File: src/rtl/if_fetch_queue.sv
// Instruction-fetch stage: PC register, combinational imem read, DEPTH-entry {pc, instr} queue to ID.
// Define IF_PERF_EN to add the perf_fetch / perf_flush event counters.
module if_fetch_queue #(
    parameter int unsigned WORD_LEN    = 16,
    parameter int unsigned DEPTH       = 4,
    parameter int unsigned INSTR_BYTES = 4,
    parameter int unsigned OFF_SHIFT   = 1,
    parameter int unsigned RESET_PC    = 0
) (
    input  logic                       clk,
    input  logic                       rst,
    input  logic                       freeze,
    input  logic                       br_taken,
    input  logic                       jump_en,
    input  logic [WORD_LEN-1:0]        br_base,
    input  logic [WORD_LEN-1:0]        br_offset,
    output logic [WORD_LEN-1:0]        imem_addr,
    input  logic [WORD_LEN-1:0]        imem_data,
    output logic                       out_valid,
    input  logic                       out_ready,
    output logic [WORD_LEN-1:0]        out_pc,
    output logic [WORD_LEN-1:0]        out_instr,
    output logic [$clog2(DEPTH):0]     q_count
`ifdef IF_PERF_EN
    ,
    output logic [31:0]                perf_fetch,
    output logic [31:0]                perf_flush
`endif
);
    localparam int unsigned PW = $clog2(DEPTH);
    localparam int unsigned CW = PW + 1;

    logic [WORD_LEN-1:0] pc_q, pc_d;
    logic [PW-1:0]       head_q, head_d, tail_q, tail_d;
    logic [CW-1:0]       cnt_q, cnt_d;
    logic [WORD_LEN-1:0] mem_pc_q    [DEPTH];
    logic [WORD_LEN-1:0] mem_instr_q [DEPTH];

    logic                redirect, pop, push;
    logic [WORD_LEN-1:0] off_sh, target;

    always_comb begin
        redirect = br_taken | jump_en;
        off_sh   = br_offset << OFF_SHIFT;
        target   = jump_en ? off_sh : br_base + off_sh;
        pop      = out_valid & out_ready & ~redirect;
        push     = ~freeze & ~redirect & ((cnt_q < CW'(DEPTH)) | pop);

        pc_d   = pc_q;
        head_d = head_q;
        tail_d = tail_q;
        cnt_d  = cnt_q;
        if (redirect) begin
            // Flush by collapsing tail onto head; a same-cycle pop is discarded too.
            pc_d   = target;
            tail_d = head_q;
            cnt_d  = '0;
        end else begin
            if (push) pc_d = pc_q + WORD_LEN'(INSTR_BYTES);
            head_d = head_q + PW'(pop);
            tail_d = tail_q + PW'(push);
            cnt_d  = cnt_q + CW'(push) - CW'(pop);
        end
    end

    always_ff @(posedge clk or negedge rst) begin
        if (!rst) begin
            pc_q   <= WORD_LEN'(RESET_PC);
            head_q <= '0;
            tail_q <= '0;
            cnt_q  <= '0;
            for (int unsigned i = 0; i < DEPTH; i++) begin
                mem_pc_q[i]    <= '0;
                mem_instr_q[i] <= '0;
            end
        end else begin
            pc_q   <= pc_d;
            head_q <= head_d;
            tail_q <= tail_d;
            cnt_q  <= cnt_d;
            if (push) begin
                mem_pc_q[tail_q]    <= pc_q;
                mem_instr_q[tail_q] <= imem_data;
            end
        end
    end

    assign imem_addr = pc_q;
    assign out_valid = (cnt_q != '0);
    assign out_pc    = mem_pc_q[head_q];
    assign out_instr = mem_instr_q[head_q];
    assign q_count   = cnt_q;

`ifdef IF_PERF_EN
    logic [31:0] perf_fetch_q, perf_flush_q;

    always_ff @(posedge clk or negedge rst) begin
        if (!rst) begin
            perf_fetch_q <= '0;
            perf_flush_q <= '0;
        end else begin
            if (push) perf_fetch_q <= perf_fetch_q + 32'd1;
            if (redirect && cnt_q != '0) perf_flush_q <= perf_flush_q + 32'd1;
        end
    end

    assign perf_fetch = perf_fetch_q;
    assign perf_flush = perf_flush_q;
`endif

endmodule

File: config.mk
export PLATFORM = sky130hd
export DESIGN_NAME = if_fetch_queue
export DESIGN_NICKNAME = d
export VERILOG_FILES = /design/src/rtl/if_fetch_queue.sv
export SDC_FILE = /design/constraint.sdc
export NUM_CORES = 1
export LEC_CHECK = 0
export BUFFER_PORTS_ARGS = -buffer_cell sky130_fd_sc_hd__buf_2
export CAP_MARGIN = 5
export CELL_PAD_IN_SITES_DETAIL_PLACEMENT = 2
export CELL_PAD_IN_SITES_GLOBAL_PLACEMENT = 2
export CORE_MARGIN = 2
export CORE_UTILIZATION = 40
export DETAILED_ROUTE_END_ITERATION = 8
export PLACE_DENSITY = 0.85
export SLEW_MARGIN = 5
export SYNTH_ARGS = -nofsm -noshare
export SYNTH_HDL_FRONTEND = slang
export SYNTH_SLANG_ARGS = --single-unit
File: constraint.sdc
create_clock -name clk -period 2.8 [get_ports clk]
set_clock_uncertainty 0.2 [all_clocks]
set_input_delay 0 -clock clk [delete_from_list [all_inputs] [get_ports clk]]
set_output_delay 0 -clock clk [all_outputs]
set_load 0.05 [all_outputs]
---- Yosys cells after proc, flatten, opt, wreduce, memory -nomap -nowiden ----
Cells that the tools add are included.
storage, ports and cells
  flip-flop bits (word level) ............. 151
  bits in latches ......................... 0
  memory bits (writable) .................. 0
  ROM bits ................................ 0
  output and inout port bits .............. 52
  memories kept ........................... 0
cells by class
  add/subtract/negate cells ............... 6
  multipliers ............................. 0
  divide/modulo/power cells ............... 0
  $lt $le $gt $ge ......................... 4
  equal/unequal tests ..................... 0
  shifts and indexed selects .............. 0
  muxes and demuxes ....................... 15
  bitwise gates (word level) .............. 10
  reductions and logical operators ........ 3
operator list
  cell                                                         count
  bitwise mux 64 bit                                           2
  two-way mux 16 bit                                           8
  binary-select mux 16 bit (select 2 bit)                      2
  demux 16 bit (select 2 bit)                                  1
  adder 16 bit                                                 1
  adder 16 x 3 -> 16 bit (second input constant)               1
  greater-or-equal comparator 3 bit (second input constant)    2
  inverter 2 -> 3 bit                                          2
  adder 2 x 1 -> 2 bit                                         2
  AND 1 bit                                                    4
  adder 3 x 1 -> 3 bit                                         1
  less-than comparator 3 x 1 -> 1 bit (second input constant)  1
  less-than comparator 3 bit (second input constant)           1
  two-way mux 3 bit                                            1
  nonzero test 3 bit                                           1
  subtractor 3 x 1 -> 3 bit                                    1
  two-way mux 2 bit                                            1
  inverter 1 bit                                               2
  bitwise OR 1 bit                                             2
  nonzero test 2 bit                                           1
  logical AND 1 bit                                            1

---- Longest topological paths before layout ----
Gate-level depths: netlist (run 1).
  word-level depth ........................ 8
  gate-level depth with buffers ........... 11
  depth with buffers taken out ............ 11

---- Worst setup path before layout (run 1) ----
Ideal clock, no wire load.
  kind .................................... reg2reg
  start point ............................. register cnt_q[1], in the netlist q_count[1]
  end point ............................... register cnt_q[2], in the netlist q_count[2]
  arrival time ............................ 2.726 ns
  slack ................................... -0.257 ns
  stages on the path, launching flop included .. 11
  buffers on the path ..................... 0
  clock period less this slack ............ 3.057 ns
  path through ............................ dfrtp_1 > or3_1 > and3_1 > ha_1 > inv_1 > ha_1 > inv_1 > fa_1 > xor2_1 > xnor2_1 > nor2_1
between the ends
  cells in the longest elaborated chain, start to end .. 8
  elaborated cells between the ends (all ways) .. 9
  those cells by class .................... add/sub: 2; order compare: 1; mux: 1; bitwise: 4; reduce/logical: 1
RTL lines
  what                           RTL line  source
  start, declared                35        logic [CW-1:0] cnt_q, cnt_d;
  start signal, assigned         80        cnt_q <= cnt_d;
  nonzero test 3 bit (*)         89        assign out_valid = (cnt_q != '0);
  net out_valid                  19        output logic out_valid,
  AND 1 bit (*) (2 in a row)     46        pop = out_valid & out_ready & ~redirect;
  bitwise OR 1 bit               47        push = ~freeze & ~redirect & ((cnt_q < CW'(DEPTH)) | pop);
  AND 1 bit                      47
  adder 3 x 1 -> 3 bit           62        cnt_d = cnt_q + CW'(push) - CW'(pop);
  subtractor 3 x 1 -> 3 bit (*)  62
  two-way mux 3 bit (*)          53        if (redirect) begin
  net cnt_d[2]                   35
The timed path passes the listed nets; every way through them passes the cells marked *.
A chain may end at the register's enable or synchronous reset.

---- Worst setup path after layout (run 1) ----
  start point ............................. register pc_q[2], in the netlist imem_addr[2]
  end point ............................... register pc_q[12], in the netlist imem_addr[12]
between the ends
  cells in the longest elaborated chain, start to end .. 3
RTL lines
  what                    RTL line  source
  start, declared         33        logic [WORD_LEN-1:0] pc_q, pc_d;
  start signal, assigned  68        pc_q <= WORD_LEN'(RESET_PC);
  start signal, assigned  77        pc_q <= pc_d;
  adder 16 x 3 -> 16 bit  59        if (push) pc_d = pc_q + WORD_LEN'(INSTR_BYTES);
  two-way mux 16 bit      59
  two-way mux 16 bit      53
No other way between the ends. The select of a mux whose other input is x is not followed.

==> results.md, run 1 <==
* Grt ovf at 0
* Tmin final at 2.73 ns
* Synthesized flop and latch total at 151
* FMAX at 0.366 GHz
* Count of buffers from port buffering at 104
* Synth Net Count at 653
* Pins Over Slew Limit at 0
* Largest net degree at the start of global routing at 52
* Initial antenna violation count at 0
* CP Capture Point: imem_addr[12]
* DR vias/cell at 5.75
* CTS Buffer Depth at 2
* Total power at 0.00683 W
* Async SR Flop Fraction at 1.00
* Chip width at 143 µm
* Clk sink count at 151
* Min-delay worst type: primary input to flop
* Compound-Gate Fraction of Synth Area at 0.0719
* Worst EP arrival at 2.89 ns
* Setup violators final at 0
* Max Fanout on Critical Path at 8
* Worst skew pair latency at 0.43 ns
* Critical path class: flop to flop
* Area after DPL at 0.00858 mm²
* CTS clock-pin slew for the worst setup and hold paths at 0.07 ns
* Crit-path slowest cell: dlygate4sd3_1
* Synth warnings at 0
* CP bufs+invs at 1
* Layout cells sized above 1 at 0.447
* Post-synthesis mux area share at 0.285
* Die area at 0.0204 mm²
* DRT Wirelength at 24900 µm
* Critical Path, Cell by Cell: ha_1 -> nand2_1 -> nor2_1 -> a31oi_4 -> nor2_1 -> nand3_1 -> dlygate4sd3_1 -> nand3_1
* GPL Wtd Cong at 0.821
* Design Area, Final at 0.00970 mm²
* RR Endpoint: imem_addr[12]
* Critical path startpoint category: flop
* Leading register cell type out of synthesis: dfrtp_1
* Post-synth top area share at 0.491
* Root Driver: clkbuf_16
* Initial DRC count at 252
* Fin crit share at 0.977
* Critical Path RT at 2.95 ns
* Crit path max-delay family: simple AND/OR/NAND/NOR gates
* CP endpoint kind: flop
* Initial Util at 0.410
* Core Area at 0.0188 mm²
* Post-synthesis simple-gate area fraction at 0.0699
* Largest family of logic cells by synthesized area: multiplexers
* Peak supply drop at 0.423 mV
* Ant. Diodes at 0
* Die Span Y at 143 µm
* Std cell rows at 50
* Max-slew headroom at 0.339
* Non-Filler Instances at 985
* Via count at 5661
* Max-cap violations at 0
* Slew @ Worst Pin at 0.992 ns
* CTS tree: built
* Final hold viol count at 0
* Sequential-to-total area share from yosys stat at 0.491
* Status: complete, no violations
* Htree depth at 4
* Post-synthesis adder-cell area fraction at 0.0361
* Number of synthesized flops with an enable pin at 0
* Num CTS Buffers at 17
* Final nets at 813
* R2r setup slk at 0.07 ns
* Ports at 106
* Post-synthesis cell area at 0.00769 mm²
* Global-route wire length before repair at 39000 µm
* R2R depth at 8
* Netlist cell types at 63
* Crit path largest cell delay at 0.61 ns
* Power Density at 705 mW/mm²
* Detailed Routing Iterations Pass 1 at 4
* Mapped Avg Cell Area at 13.3 µm²
* Synth Instances at 578
* Area contributors post-synth: dfrtp_1, mux2_2, mux4_2
* Final routed DRC violation total at 0
* Placed cell count at 902
* Global Route Usage Sum at 0.256
* Vias in the first global route at 6747
* Average wire per cell in the routed design at 25.3 µm
* RR Startpoint: imem_addr[2]
* DP HPWL at 16100 µm
* Filler cell count at 1806
* Post-route ant nets at 0
* Worst hold start: br_base[9]
* Levels on crit path at 8
* Layout area overhead at 26.0%
* Setup crit start: imem_addr[2]
* LEAKAGE at 4.54 nW
* Post-synth top area cell: dfrtp_1
* Synth Area in XOR/XNOR at 0.0182
-- per-layer routing --
metal,track usage,wire length [µm],vias to the layer above
li1,-,-,2482
met1,0.294,9960,2997
met2,0.473,13600,135
met3,0.0490,804,47
met4,0.0948,561,0
met5,0,0,-
-- layout by cell type, fill, tap and decap left out, types with 3 or more instances in the layout --
cell / count
buf_4: 17
nor3_1: 7
nand4_1: 3
buf_12: 5
clkinv_4: 3
inv_6: 4
inv_1: 9
mux4_2: 32
mux2_1: 13
nor2b_1: 5
xnor2_1: 8
nand2_1: 23
xor2_1: 7
nand3_1: 11
a211oi_1: 3
dlygate4sd3_1: 47
o21a_1: 5
a22oi_1: 3
o21ai_0: 18
a31oi_1: 9
and3_1: 5
dfrtp_2: 5
nor2_1: 20
buf_2: 103
mux2_2: 116
dfrtp_1: 146
clkbuf_16: 17
a21oi_1: 18
nand2b_1: 3
ha_1: 18
-- worst min-delay path by stage --
stage	endpoint	slack, ns	cells past startpoint
floorplan	head_q[0]	-0.50	0
global placement	mem_instr_q[51]	-0.15	1
finish	imem_addr[9]	0.02	4
detailed placement	mem_instr_q[36]	-0.13	1
global route	imem_addr[9]	0.04	4
CTS	imem_addr[9]	0.006	4
-- cell type report --
class / instances / area, µm² / share of cell area
sequential: 151 / 3780 / 0.390
multi-input combinational: 383 / 3760 / 0.388
timing repair buffer: 174 / 1240 / 0.128
clock buffer: 18 / 439 / 0.0453
tap: 234 / 293 / 0.0302
clock inverter: 14 / 139 / 0.0143
inverter: 11 / 41.3 / 0.00426
-- worst min-delay path, delay by kind of cell --
family	cells	cell delay (ns)
compound gates	1	0.07
xor+xnor	1	0.15
fa+ha+maj	1	0.28
buf+inv	1	0.09
-- cell usage after synthesis (3+ instances only) --
master and n:
a211oi_1 3, a21oi_1 18, a22oi_1 3, a31oi_1 9, and3_1 6, buf_1 3, buf_2 12, buf_4 7
clkbuf_1 10, dfrtp_1 151, ha_1 19, inv_1 10, mux2_1 13, mux2_2 116, mux4_2 32, nand2_1 25
nand2b_1 3, nand3_1 12, nand4_1 3, nor2_1 20, nor2b_1 5, nor3_1 7, nor3_2 3, o21a_1 5
o21ai_0 18, or3_1 3, xnor2_1 8, xor2_1 8
-- timing repair --
action                                 CTS  global route
setup buffers                            0             3
gates resized for setup                  0             8
setup endpoints to repair                0            22
hold buffers                            48             0
endpoints found under the hold margin  202             0
-- where the power goes --
part | switching [W] | internal [W]
Sequential | 0.000276 | 0.00247
Clock | 0.000997 | 0.00127
Combinational | 0.00111 | 0.000710
Total | 0.00238 | 0.00445
-- registers in the layout, indices dropped and copies added (netlist names) --
name,count
mem_instr_q,64
mem_pc_q,64
imem_addr,16
q_count,3
head_q,2
tail_q,2
-- per-stage QoR --
step	util	hold slack, ns	TNS, ns	setup slack [ns]
after floorplan	-	-0.496	0	0.0413
after global placement	0.457	-0.150	0	0.256
after detailed placement	0.457	-0.130	0	0.0958
after CTS	0.513	0.00643	0	0.0168
after global routing	0.517	0.0388	-0.0539	-0.0539
final	0.517	0.0176	0	0.0653
-- kinds of logic after synthesis --
family | count (synthesis)
buffers and inverters | 44
XOR/XNOR | 16
flip-flops | 151
adder cells (fa/ha/maj) | 21
AND/OR/NAND/NOR | 102
multiplexers | 163
AO/OA/AOI/OAI | 81
Note: power is estimated with default switching activity, not from simulation.
==> run 2, diff against run 1 <==
--- a/config.mk
+++ b/config.mk
@@ -5,6 +5,7 @@
 export SDC_FILE = /design/constraint.sdc
 export NUM_CORES = 1
 export LEC_CHECK = 0
+export ABC_CLOCK_PERIOD_IN_PS = 2800
 export BUFFER_PORTS_ARGS = -buffer_cell sky130_fd_sc_hd__buf_2
 export CAP_MARGIN = 5
 export CELL_PAD_IN_SITES_DETAIL_PLACEMENT = 2
@@ -13,6 +14,7 @@
 export CORE_UTILIZATION = 40
 export DETAILED_ROUTE_END_ITERATION = 8
 export PLACE_DENSITY = 0.85
+export RECOVER_POWER = 100
 export SLEW_MARGIN = 5
 export SYNTH_ARGS = -nofsm -noshare
 export SYNTH_HDL_FRONTEND = slang
==> results.md, run 2 (synthesis results as in run 1) <==
* Status: complete, no violations
* Htree depth at 4
* Final nets at 813
* Post-route ant nets at 0
* Critical Path RT at 2.95 ns
* R2R depth at 8
* Levels on crit path at 8
* Root Driver: clkbuf_16
* WHS at 0.0193 ns
* Design Area, Final at 0.00957 mm²
* Max-slew headroom at 0.173
* Total power at 0.00679 W
* Average wire per cell in the routed design at 25.3 µm
* Setup TNS Final at 0 ns
* Core Area at 0.0188 mm²
* Layout cells sized above 1 at 0.378
* Chip width at 143 µm
* Commonest cells after routing, fill and taps aside: dfrtp_1, mux2_2, buf_2
* Global-route wire length before repair at 39000 µm
* Tmin final at 2.73 ns
* Worst EP arrival at 2.89 ns
* Setup violators final at 0
* DRT Wirelength at 24900 µm
* Power Density at 710 mW/mm²
* Critical path class: flop to flop
* Initial antenna violation count at 0
* Min-delay worst type: primary input to flop
* Die Span Y at 143 µm
* Final hold viol count at 0
* Largest net degree at the start of global routing at 52
* Fin crit share at 0.977
* Filler cell count at 1831
* Most common cell after layout, fill and taps aside: dfrtp_1
* Num CTS Buffers at 17
* Switching power at 0.00238 W
* Slew @ Worst Pin at 1.24 ns
* Reg power frac at 0.404
* Crit path largest cell delay at 0.61 ns
* Via count at 5674
* FMAX at 0.366 GHz
* DR vias/cell at 5.76
* CTS clock-pin slew for the worst setup and hold paths at 0.07 ns
* Ant. Diodes at 0
* CP endpoint kind: flop
* Hold Path Depth at 4
* Sw frac at 0.351
* Proportion of power drawn by combinational gates at 0.261
* Crit-path slowest cell: dlygate4sd3_1
* Crit path max-delay family: simple AND/OR/NAND/NOR gates
* DP HPWL at 16100 µm
* Final routed DRC violation total at 0
* CP bufs+invs at 1
* Ports at 106
* Max Fanout on Critical Path at 8
* Grt ovf at 0
* Final setup margin at 0.0651 ns
* Max-cap violations at 0
* Clock power share at 0.334
* Area after DPL at 0.00858 mm²
* Critical Path, Cell by Cell: ha_1 -> nand2_1 -> nor2_1 -> a31oi_4 -> nor2_1 -> nand3_1 -> dlygate4sd3_1 -> nand3_1
* Initial Util at 0.410
* CTS Buffer Depth at 2
* Dpl ws at 0.0958 ns
* Clk sink count at 151
* Die area at 0.0204 mm²
* Pins Over Slew Limit at 0
* Worst skew pair latency at 0.43 ns
* Layout area overhead at 24.4%
* Global Route Usage Sum at 0.256
* Critical path startpoint category: flop
* Std cell rows at 50
* Initial DRC count at 265
* GPL Wtd Cong at 0.821
* Peak supply drop at 0.415 mV
* Count of buffers from port buffering at 104
* LEAKAGE at 4.37 nW
* CTS tree: built
* Vias in the first global route at 6747
* Detailed Routing Iterations Pass 1 at 6
* Int Pwr at 0.00441 W
[run 2: cell types whose count changed in the layout (fill, tap and decap cells not counted), moves of 3 or more]
cell,delta
buf_12,-3
mux2_2,-4
mux2_1,+4
clkbuf_1,+45
clkbuf_2,+12
buf_4,-5
buf_2,-50
[run 2: per-layer routing]
metal  global-route usage  wire (µm)
met1                0.294       9910
met2                0.473      13600
met3               0.0490        862
met4               0.0948        541
met5                    0          0
[run 2: worst paths after layout]
| kind | start | end | slack (ns) |
|---|---|---|---|
| setup / recovery | imem_addr[2] | imem_addr[12] | 0.07 |
| hold / removal | br_base[9] | imem_addr[9] | 0.02 |
| setup reg to reg | imem_addr[2] | imem_addr[12] | 0.07 |
| hold reg to reg | mem_pc_q[24] | mem_pc_q[24] | 0.29 |
| max in group asynchronous | rst | mem_pc_q[1] | 0.36 |
| min in group asynchronous | rst | imem_addr[14] | 0.45 |
[run 2: layout make-up]
class	instances	area [µm²]	share of cell area
Sequential cell	151	3780	0.395
Clock buffer	18	439	0.0459
Timing Repair Buffer	174	1120	0.118
Clock inverter	14	139	0.0145
Multi-Input combinational cell	383	3750	0.392
Tap cell	234	293	0.0306
Inverter	11	41.3	0.00431
[run 2: tightest hold or removal path, stage by stage]
cell      delay (ns)
buf_2           0.09
ha_1            0.28
xnor2_1         0.15
a221oi_1        0.07
[run 2: per-stage QoR]
step | instances | util
floorplan | 578 | -
global placement | 902 | 0.457
detailed placement | 902 | 0.457
CTS | 982 | 0.513
global route | 985 | 0.510
finish | 985 | 0.510
[run 2: what timing repair did]
item                                    4_1_cts  5_1_grt
endpoints found under the hold margin       202        0
buffers inserted                              0        3
hold buffers                                 48        0
resized for setup                             0        8
endpoints found under the setup margin        0       22
[run 2: power groups by stage]
stage	clock network (W)	logic, W	registers (W)
final	0.00227	0.00178	0.00275
after global routing	0.00241	0.00189	0.00279
after CTS	0.00230	0.00181	0.00275
after global placement	0	0.00167	0.00272
after floorplan	0	0.00130	0.00274
after detailed placement	0	0.00174	0.00278
